--- src/rtl/uart_tx_scheduler.sv ---
// rtl/uart_tx_scheduler.sv - round-robin telemetry arbiter framing header+payload bytes into a UART transmitter
module uart_tx_scheduler #(
    parameter int NUM_REQ     = 4,
    parameter int ACK_TIMEOUT = 16
) (
    input  logic                 clk,
    input  logic                 rst,
    input  logic [NUM_REQ-1:0]   req,
    input  logic [8*NUM_REQ-1:0] req_data,
    output logic [NUM_REQ-1:0]   ack,
    output logic [7:0]           tx_data,
    output logic                 tx_start,
    input  logic                 tx_busy,
    output logic [1:0]           grant_id,
    output logic                 sched_busy,
    output logic                 timeout_err
);

    localparam int CW = $clog2(ACK_TIMEOUT + 1);

    typedef enum logic [2:0] {
        IDLE, HDR, WAIT_HDR_HI, WAIT_HDR_LO, DATA, WAIT_DAT_HI, WAIT_DAT_LO
    } state_t;

    state_t        state, state_n;
    logic [CW-1:0] cnt, cnt_n;
    logic [1:0]    last_id, winner, idx;
    logic          found, wait_hi, hit_timeout;
    logic [3:0]    req_pad, ack_r;
    logic [31:0]   data_pad;
    logic [7:0]    payload;

    // Pad to the maximum of four sources so all indexing uses fixed widths
    assign req_pad  = 4'(req);
    assign data_pad = 32'(req_data);

    always_comb begin
        winner = '0;
        found  = 1'b0;
        idx    = '0;
        for (int k = 0; k < NUM_REQ; k++) begin
            idx = 2'((int'(last_id) + 1 + k) % NUM_REQ);
            if (!found && req_pad[idx]) begin
                found  = 1'b1;
                winner = idx;
            end
        end
    end

    assign wait_hi     = (state == WAIT_HDR_HI) || (state == WAIT_DAT_HI);
    // Fires on the ACK_TIMEOUT-th consecutive idle cycle of the transmitter
    assign hit_timeout = wait_hi && !tx_busy && (cnt == CW'(ACK_TIMEOUT - 1));

    always_ff @(posedge clk or negedge rst) begin
        if (!rst) begin
            state <= IDLE;
            cnt   <= '0;
        end else begin
            state <= state_n;
            cnt   <= cnt_n;
        end
    end

    always_comb begin
        state_n = state;
        cnt_n   = cnt;
        case (state)
            IDLE: if (found) state_n = HDR;
            HDR: begin
                state_n = WAIT_HDR_HI;
                cnt_n   = '0;
            end
            DATA: begin
                state_n = WAIT_DAT_HI;
                cnt_n   = '0;
            end
            WAIT_HDR_HI, WAIT_DAT_HI: begin
                if (tx_busy) begin
                    state_n = (state == WAIT_HDR_HI) ? WAIT_HDR_LO : WAIT_DAT_LO;
                    cnt_n   = '0;
                end else if (hit_timeout) begin
                    state_n = IDLE;
                    cnt_n   = '0;
                end else if (cnt != CW'(ACK_TIMEOUT)) begin
                    cnt_n = cnt + 1'b1;
                end
            end
            WAIT_HDR_LO: if (!tx_busy) state_n = DATA;
            WAIT_DAT_LO: if (!tx_busy) state_n = IDLE;
            default: state_n = IDLE;
        endcase
    end

    always_ff @(posedge clk or negedge rst) begin
        if (!rst) begin
            grant_id <= '0;
            last_id  <= 2'(NUM_REQ - 1);
            ack_r    <= '0;
            tx_data  <= '0;
            payload  <= '0;
        end else begin
            ack_r <= '0;
            if (state == IDLE && found) begin
                grant_id      <= winner;
                last_id       <= winner;
                payload       <= data_pad[{winner, 3'b000} +: 8];
                ack_r[winner] <= 1'b1;
                tx_data       <= {6'b101000, winner};
            end else if (state == WAIT_HDR_LO && !tx_busy) begin
                tx_data <= payload;
            end
        end
    end

    assign ack         = ack_r[NUM_REQ-1:0];
    assign tx_start    = (state == HDR) || (state == DATA);
    assign sched_busy  = (state != IDLE);
    assign timeout_err = hit_timeout;

endmodule

--- config.mk ---
export PLATFORM = sky130hd
export DESIGN_NAME = uart_tx_scheduler
export DESIGN_NICKNAME = d
export VERILOG_FILES = /design/src/rtl/uart_tx_scheduler.sv
export SDC_FILE = /design/constraint.sdc
export NUM_CORES = 1
export LEC_CHECK = 0
export ABC_AREA = 1
export CELL_PAD_IN_SITES_DETAIL_PLACEMENT = 1
export CELL_PAD_IN_SITES_GLOBAL_PLACEMENT = 1
export CORE_AREA = 5 5 84 86
export CTS_CLUSTER_SIZE = 24
export DETAILED_ROUTE_END_ITERATION = 12
export DIE_AREA = 0 0 89 91
export GPL_TIMING_DRIVEN = 0
export HOLD_SLACK_MARGIN = 0.12
export PLACE_DENSITY = 0.81
export SETUP_SLACK_MARGIN = 0.3
export SYNTH_ARGS = -nofsm -noshare
export SYNTH_HDL_FRONTEND = slang
export SYNTH_SLANG_ARGS = --single-unit
--- constraint.sdc ---
create_clock -name clk -period 2.05 [get_ports clk]
set_input_delay 0.205 -clock clk [delete_from_list [all_inputs] [get_ports clk]]
set_output_delay 0.205 -clock clk [all_outputs]
set_load 0.1 [all_outputs]
==> summary.md, run 1 <==
| Metric | Value |
|---|---|
| GRT Residual Overflow | 0 |
| Placer Congestion | 0.782 |
| Initial antenna violation count | 0 |
| Critical path required time | 2250 ps |
| Crit path max fanout | 5 |
| Avg WL per Cell | 20.2 um |
| # diodes | 0 |
| Rel. slew slack | 34.8% |
| Root buf cell | clkbuf_8 |
| Pins over their slew limit | 0 |
| Vias | 2396 |
| DP Cell Count | 416 |
| Worst-skew pair later-pin latency | 300 ps |
| Fin nets | 420 |
| Predominant post-synthesis flop cell | dfrtp_1 |
| CP Cell Sequence | inv_2 > buf_6 > nand2_2 > nand2_2 > nand2_2 > nand2_4 > nand2_4 > nand2_4 > nand2_8 > nand2_8 > buf_12 > nand2_1 > nand3_1 > nand3_1 > nand2_1 |
| Drt drc | 0 |
| Ranking of synthesized cells by area | dfrtp_1 37%, nand2_1 16%, nand3_1 12% |
| Slew @ Worst Pin | 982 ps |
| Slowest cell on the critical path | dfstp_2 |
| Final period util | 104% |
| Tmin final | 2120 ps |
| Area Growth Syn to Fin | 81.8% |
| Fillers | 702 |
| Antenna Nets Post-Route | 0 |
| Die ar. | 8100 sq um |
| Core area | 6200 sq um |
| Synth cell count leaders | 89 x nand2_1, 50 x nand3_1, 30 x dfrtp_1 |
| Final Setup Violations | 12 |
| RSZ-0062 raised after global routing | yes |
| Setup WS post-layout | -74.6 ps |
| Rows | 29 |
| Post-DP HPWL | 4520 um |
| Share of cells above drive strength 1 | 47.6% |
| Synth top area share | 36.7% |
| Die Ht | 91 um |
| Most common cell in the netlist | nand2_1 |
| Vias in the first global route | 2522 |
| Final WL | 9220 um |
| Final core utilization | 59.9% |
| Final hold vios | 0 |
| Number of synthesized register bits | 32 |
| Port-buffer cells | 55 |
| Max stage delay on crit path | 580 ps |
| Clk_skew | 20.8 ps |
| Syn Nets | 325 |
| Hold/Removal Path Class | in -> async |
| TritonCTS clock tree | built |
| CP Capture Type | register |
| Top-level I/O count | 56 |
| Finished Layout Cells | 457 |
| GRT Total Usage | 19.7% |
| DRT iter0 DRCs | 69 |
| Post-synth EDFFs | 0 |
| Die span in x | 89 um |
| Netlist cell types | 27 |
| Seq/Total Area, Yosys | 39.3% |
| Htree depth | 2 |
| Status | finished with violations |
| Fmax | 0.471 GHz |
| Yosys warning total | 0 |
| Starting Density | 33.0% |
| Area leader, netlist | dfrtp_1 |
| Crit path kind | reg -> reg |
| Syn Inst Count | 284 |
| Largest net degree at the start of global routing | 33 |
| Synth Cell Area | 2040 sq um |
| Ys async rst share | 100% |
| CTS max path bufs | 2 |
| Failing checks | negative setup slack |
| Drt first pass iters | 4 |
| Clock Sinks | 32 |
| Worst Path Arrival | 2320 ps |
| Max_cap viols | 0 |
| Worst-path clk slew | 90 ps |
| Avg Vias per Cell | 5.24 |
| Crit start category | register |
| Number of CTS-inserted buffers | 5 |
| Mean Syn Cell Area | 7.20 sq um |
| First-pass GRT wire length | 12500 um |
==> sequential cells by signal, summed over array words and instances, names as in the netlist <==
name / count
tx_data: 8
ack: 4
cnt: 5
payload: 8
grant_id: 2
state: 3
last_id: 2
==> kinds of logic after synthesis <==
logic type	after synthesis	synth area share, %
AOI/OAI and AO/OA	25	6.79
adders and majority gates	2	1.22
buffers and inverters	44	10.5
DFF	32	39.3
and+or+nand+nor	181	42.2
==> worst max-delay path, delay by kind of cell (launching register included) <==
family | cells | cell delay [ps]
flip-flops | 1 | 580
buffers and inverters | 3 | 370
AND/OR/NAND/NOR | 12 | 1070
==> layer usage <==
| layer | track usage, % | routed length, um |
|---|---|---|
| met5 | 0 | 0 |
| met4 | 7.57 | 263 |
| met3 | 3.17 | 359 |
| met2 | 35.2 | 4880 |
| met1 | 23.2 | 3720 |
==> final cells by class <==
type	count	area, sq um	area share, %
buffer	10	133	3.57
multi-input combinational	208	1520	40.8
timing repair buffer	87	897	24.1
clock buffer	5	68.8	1.85
tap	77	96.3	2.59
clock inverter	3	46.3	1.25
inverter	34	146	3.94
sequential	32	805	21.6
timing repair inverter	1	7.51	0.202
==> path summary, 6_finish.rpt <==
path,start,cells past startpoint,end,slack (ps)
setup / recovery,last_id[0],15,payload[0],-70
hold / removal,rst,2,payload[7],500
setup reg to reg,last_id[0],15,payload[0],-70
hold reg to reg,tx_data[4],2,tx_data[4],510
max in group asynchronous,rst,2,state[1],1010
min in group clk,tx_data[4],2,tx_data[4],510
==> cell usage in the layout (no fill, tap or decap), types with 4 or more instances in the layout <==
cell / count
dfrtp_1: 29
buf_12: 4
nand4_1: 4
buf_4: 13
nor2_1: 5
dlygate4sd2_1: 5
nand2_2: 40
o21ai_0: 6
nand2_8: 4
inv_1: 24
nand2_1: 48
nor2_4: 8
o21ai_1: 5
clkdlybuf4s15_1: 4
clkbuf_2: 5
clkdlybuf4s50_1: 37
clkbuf_8: 5
nand2_4: 13
inv_2: 5
nand3_4: 4
nand3_1: 21
nand3_2: 27
buf_6: 20
==> per-stage QoR <==
step | setup TNS [ps] | area (sq um) | setup slack (ps) | hold slack, ps
2_1_floorplan | 0 | 2060 | 303 | -90.6
3_3_place_gp | -659 | 2710 | -580 | 464
3_5_place_dp | -661 | 2700 | -577 | 304
4_1_cts | 0 | 3380 | 132 | 481
5_1_grt | -1930 | 3720 | -160 | 552
6_report | -338 | 3720 | -74.6 | 504
==> timing repair <==
item                                    4_1_cts  5_1_grt
hold endpoints to repair                     30        0
endpoints found under the setup margin       44       45
pin swaps                                    28       31
hold buffers                                  1        0
setup buffers                                15        9
cloned                                        7        1
resized for setup                           132       80
Power of run 1 is left out: the tool's default activity adds up to more than one toggle a clock period on the data nets, which glitch-free logic cannot reach.
==> inputs of run 2 (changes only) <==
- CTS_CLUSTER_DIAMETER: unset -> 120
- RECOVER_POWER: unset -> 25
==> summary.md, run 2 (synthesized netlist as in run 1, its figures left out) <==
| Metric | Value |
|---|---|
| Setup TNS | -339 ps (-1.62 ps) |
| Final Setup Violations | 12 (unchanged) |
| Share of cells above drive strength 1 | 47.6% (unchanged) |
| Slew @ Worst Pin | 982 ps (-0.00179 ps) |
| Rows | 29 (unchanged) |
| Root buf cell | clkbuf_8 |
| DP Cell Count | 416 (unchanged) |
| Drt drc | 0 (unchanged) |
| Avg Vias per Cell | 5.24 (about the same) |
| # diodes | 0 (unchanged) |
| Hold slack | 509 ps (+4.41 ps) |
| Fillers | 702 (unchanged) |
| Clock Sinks | 32 (unchanged) |
| Most common cell after layout, fill and taps aside | nand2_1 |
| Setup WS post-layout | -74.7 ps (-0.142 ps) |
| Starting Density | 33.0% (unchanged) |
| Top-level I/O count | 56 (unchanged) |
| Post-DP HPWL | 4520 um (unchanged) |
| Pins over their slew limit | 0 (unchanged) |
| Avg WL per Cell | 20.2 um (about the same) |
| Hold/Removal Path Class | reg -> reg |
| Worst r2r src | last_id[0] |
| Crit path launch | last_id[0] |
| Largest net degree at the start of global routing | 33 (unchanged) |
| First-pass GRT wire length | 12500 um (unchanged) |
| Initial antenna violation count | 0 (unchanged) |
| RSZ-0062 raised after global routing | yes |
| Worst-skew pair later-pin latency | 300 ps (about the same) |
| Worst Path Arrival | 2320 ps (about the same) |
| Htree depth | 2 (unchanged) |
| Worst slack at placement | -577 ps (unchanged) |
| Final period util | 104% (about the same) |
| Fin nets | 420 (unchanged) |
| Largest regs | payload: 8 flops, tx_data: 8 flops, cnt: 5 flops |
| Failing checks | negative setup slack |
| Final WL | 9220 um (about the same) |
| TritonCTS clock tree | built |
| Number of CTS-inserted buffers | 5 (unchanged) |
| Crit start category | register |
| Rel. slew slack | 34.8% (about the same) |
| Antenna Nets Post-Route | 0 (unchanged) |
| Area Growth Syn to Fin | 81.8% (unchanged) |
| CP Capture Type | register |
| Crit path kind | reg -> reg |
| Most frequent cells in the layout | 48 x nand2_1, 40 x nand2_2, 37 x clkdlybuf4s50_1, 29 x dfrtp_1, 27 x nand3_2 |
| Placer Congestion | 0.782 (unchanged) |
| Core area | 6200 sq um (unchanged) |
| Die ar. | 8100 sq um (unchanged) |
| Tmin final | 2120 ps (+0.142 ps) |
| GRT Total Usage | 19.7% (unchanged) |
| Worst-path clk slew | 90 ps (about the same) |
| Die Ht | 91 um (unchanged) |
| Finished Layout Cells | 457 (unchanged) |
| Status | finished with violations |
| CTS max path bufs | 2 (unchanged) |
| Drt first pass iters | 4 (unchanged) |
| Fmax | 0.471 GHz (about the same) |
| Final hold vios | 0 (unchanged) |
| Port-buffer cells | 55 (unchanged) |
| Clk_skew | 20.8 ps (unchanged) |
| DRT iter0 DRCs | 69 (unchanged) |
| Critical path required time | 2250 ps (about the same) |
| Die span in x | 89 um (unchanged) |
| GRT Residual Overflow | 0 (unchanged) |
| Vias | 2394 (-0.083%) |
| Crit path max fanout | 5 (unchanged) |
| Max_cap viols | 0 (unchanged) |
| Vias in the first global route | 2522 (unchanged) |
| Hold path startpoint | tx_data[4] |
-- run 2: per-layer routing --
| metal | up-vias | GRT usage (%) | share of wire [%] |
|---|---|---|---|
| met2 | 60 | 35.2 | 53 |
| met4 | 0 | 7.57 | 2.9 |
| met1 | 1207 | 23.2 | 40 |
| li1 | 1105 | - | - |
| met3 | 22 | 3.17 | 3.9 |
| met5 | - | 0 | 0 |
-- run 2: per-stage QoR --
step,area (sq um),util (%)
2_1_floorplan,2060,-
3_3_place_gp,2710,43.6
3_5_place_dp,2700,43.5
4_1_cts,3380,54.5
5_1_grt,3720,59.9
6_report,3720,59.9
-- run 2: critical path: stages (launching register included) --
cell and delay [ps]:
dfstp_2 580, inv_2 70, buf_6 140, nand2_2 70, nand2_2 90, nand2_2 100
nand2_4 70, nand2_4 90, nand2_4 70, nand2_8 90, nand2_8 90, buf_12 160
nand2_1 80, nand3_1 140, nand3_1 120, nand2_1 60
-- run 2: cell type report --
type	instances	area [sq um]	area share, %
Buffer	10	133	3.57
Inverter	34	146	3.94
Clock buffer	5	68.8	1.85
Clock inverter	3	46.3	1.25
Multi-Input combinational cell	208	1520	40.8
Sequential cell	32	805	21.6
Tap cell	77	96.3	2.59
Timing Repair Buffer	87	897	24.1
Timing Repair inverter	1	7.51	0.202
-- run 2: final timing paths --
check | to | slack (ps) | cells after the start
max | payload[0] | -70 | 15
min | tx_data[4] | 510 | 2
max reg2reg | payload[0] | -70 | 15
min reg2reg | tx_data[4] | 510 | 2
max in group asynchronous | state[1] | 930 | 2
min in group asynchronous | payload[7] | 530 | 2
-- run 2: what timing repair did --
item	4_1_cts	5_1_grt
gates cloned	7	1
endpoints found under the hold margin	30	0
pin swaps	28	31
resized for setup	132	80
hold buffers	1	0
endpoints found under the setup margin	44	45
buffers inserted	15	9
Power of run 2 is left out for the same reason.
==> inputs of run 3 (changes only) <==
- CAP_MARGIN: unset -> 5
- clock period: 2.05 -> 2 ns (I/O delays scaled with it)
==> summary.md, run 3 (synthesized netlist as in run 1, its figures left out) <==
| Metric | Value |
|---|---|
| TritonCTS clock tree | built |
| Top cell family by delay on the critical path | simple AND/OR/NAND/NOR gates |
| Fillers | 710 (+1.1%) |
| Drt first pass iters | 4 (unchanged) |
| Critical path required time | 2190 ps (-60 ps) |
| DRT iter0 DRCs | 103 (+49%) |
| Post-DP HPWL | 4470 um (-1.2%) |
| Clk_skew | 7.42 ps (-13.4 ps) |
| Worst r2r src | last_id[0] |
| Placed cell areas | 2720 sq um (+0.83%) |
| Largest regs | payload: 8 flops, tx_data: 8 flops, cnt: 5 flops |
| Most frequent CP cell | nand2_2 |
| Fmax | 0.478 GHz (+1.6%) |
| Final Setup Violations | 16 (+4) |
| Htree depth | 2 (unchanged) |
| CP Buf/Inv Count | 4 (+1) |
| Largest net degree at the start of global routing | 33 (unchanged) |
| Final hold vios | 0 (unchanged) |
| Worst-skew pair later-pin latency | 290 ps (about the same) |
| Pins over their slew limit | 0 (unchanged) |
| Setup TNS | -769 ps (-429 ps) |
| Crit path kind | reg -> reg |
| RSZ-0062 raised after global routing | yes |
| Status | finished with violations |
| Slew @ Worst Pin | 977 ps (-4.78 ps) |
| Tmin final | 2090 ps (-33.7 ps) |
| Hold/Removal Path Class | reg -> reg |
| Max_cap viols | 0 (unchanged) |
| GRT Residual Overflow | 0 (unchanged) |
| Most frequent cells in the layout | 51 x nand2_1, 36 x clkdlybuf4s50_1, 31 x nand2_2, 31 x nand3_1, 28 x dfrtp_1 |
| Slowest cell on the critical path | dfstp_2 |
| Drt drc | 0 (unchanged) |
| CP endpoint | tx_data[1] |
| Die span in x | 89 um (unchanged) |
| GRT Total Usage | 20.0% (+0.29 points) |
| Rows | 29 (unchanged) |
| Fin nets | 425 (+1.2%) |
| Crit path launch | last_id[0] |
| Die Ht | 91 um (unchanged) |
| Final core utilization | 59.6% (-0.32 points) |
| Vias in the first global route | 2554 (+1.3%) |
| Worst Path Arrival | 2290 ps (-30 ps) |
| CP Depth | 11 (-4) |
| Port-buffer cells | 55 (unchanged) |
| Root buf cell | clkbuf_8 |
| Number of CTS-inserted buffers | 5 (unchanged) |
| Share of cells above drive strength 1 | 46.0% (-1.7 points) |
| Setup WS post-layout | -91.1 ps (-16.3 ps) |
| First-pass GRT wire length | 12800 um (+1.7%) |
| Core area | 6200 sq um (unchanged) |
| Area Growth Syn to Fin | 80.8% |
| Final WL | 9150 um (-0.74%) |
| CP Capture Type | register |
| Most common cell after layout, fill and taps aside | nand2_1 |
| Crit path max fanout | 9 (+4) |
| Finished Layout Cells | 462 (+1.1%) |
| Antenna Nets Post-Route | 0 (unchanged) |
| Avg Vias per Cell | 5.15 (-1.7%) |
| Clock Sinks | 32 (unchanged) |
| Vias | 2378 (-0.67%) |
| CP Cell Sequence | inv_4 > buf_16 > nand2_8 > nand2_4 > nor2_4 > nand4_1 > nand2_2 > buf_4 > buf_8 > nand2_2 > o211ai_1 |
| Failing checks | negative setup slack |
| Reg2reg path depth | 11 (-4) |
| Die ar. | 8100 sq um (unchanged) |
| R2r endpoint | tx_data[1] |
| Initial antenna violation count | 0 (unchanged) |
| Avg WL per Cell | 19.8 um (-1.8%) |
| Max stage delay on crit path | 590 ps (about the same) |
| Top-level I/O count | 56 (unchanged) |
| DP Cell Count | 416 (unchanged) |
| Starting Density | 33.0% (unchanged) |
| Placer Congestion | 0.784 (+0.27%) |
| Reg2Reg Setup Slack | -90 ps (-20 ps) |
| # diodes | 0 (unchanged) |
| CTS max path bufs | 2 (unchanged) |
| Rel. slew slack | 35.1% (+0.31 points) |
| Final period util | 105% (+0.91 points) |
| Crit start category | register |
| Worst-path clk slew | 70 ps (-20 ps) |
| Cell area after layout | 3700 sq um (-0.54%) |
-- run 3: cell count changes in the layout (fill, tap and decap cells not counted), moves of 3 or more --
| cell | delta |
|---|---|
| nand3_1 | +10 |
| nand2_2 | -9 |
| buf_4 | +13 |
| nand2_1 | +3 |
| buf_6 | -6 |
| nand3_2 | -9 |
| dlygate4sd2_1 | -3 |
| clkdlybuf4s15_2 | +4 |
| nand2_4 | +6 |
-- run 3: metal layers --
metal | GRT usage [%] | vias up | share of wire (%)
met4 | 6.45 | 0 | 2.2
li1 | - | 1114 | -
met3 | 3.08 | 18 | 3.8
met2 | 36.9 | 80 | 56
met5 | 0 | - | 0
met1 | 23.1 | 1166 | 38
-- run 3: worst reg2reg max path, stage by stage, from the launching register on --
cell	delay, ps
dfstp_2	590
inv_4	80
buf_16	140
nand2_8	50
nand2_4	50
nor2_4	150
nand4_1	200
nand2_2	170
buf_4	130
buf_8	120
nand2_2	90
o211ai_1	220
-- run 3: worst min path at each step --
stage,slack (ps),cells after the start,endpoint,start
floorplan,-100,0,ack[0],rst
global placement,460,2,payload[2],payload[2]
detailed placement,290,1,state[2],rst
CTS,480,2,payload[5],payload[5]
global route,520,2,payload[6],payload[6]
finish,490,2,payload[6],payload[6]
-- run 3: stage by stage --
| stage | setup slack, ps | hold WS, ps |
|---|---|---|
| 5_1_grt | -188 | 519 |
| 3_5_place_dp | -643 | 292 |
| 4_1_cts | 57.4 | 481 |
| 3_3_place_gp | -613 | 461 |
| 2_1_floorplan | 257 | -95.6 |
| 6_report | -91.1 | 494 |
-- run 3: layout make-up --
class	instances	area, sq um	share of cell area [%]
plain buffers	10	133	3.59
clock buffers	7	86.3	2.34
clock inverters	1	7.51	0.203
inverters	34	144	3.89
multi-input cells	208	1490	40.2
flip-flops and latches	32	806	21.8
well taps	77	96.3	2.61
repair buffers	93	938	25.4
-- run 3: repair_timing --
| item | CTS | global route |
|---|---|---|
| pin swaps | 16 | 25 |
| endpoints found under the setup margin | 46 | 41 |
| cloned | 6 | 0 |
| gates resized for setup | 133 | 67 |
| endpoints found under the hold margin | 30 | 0 |
| hold buffers | 1 | 0 |
| buffers inserted | 16 | 15 |
Power of run 3 is left out for the same reason.
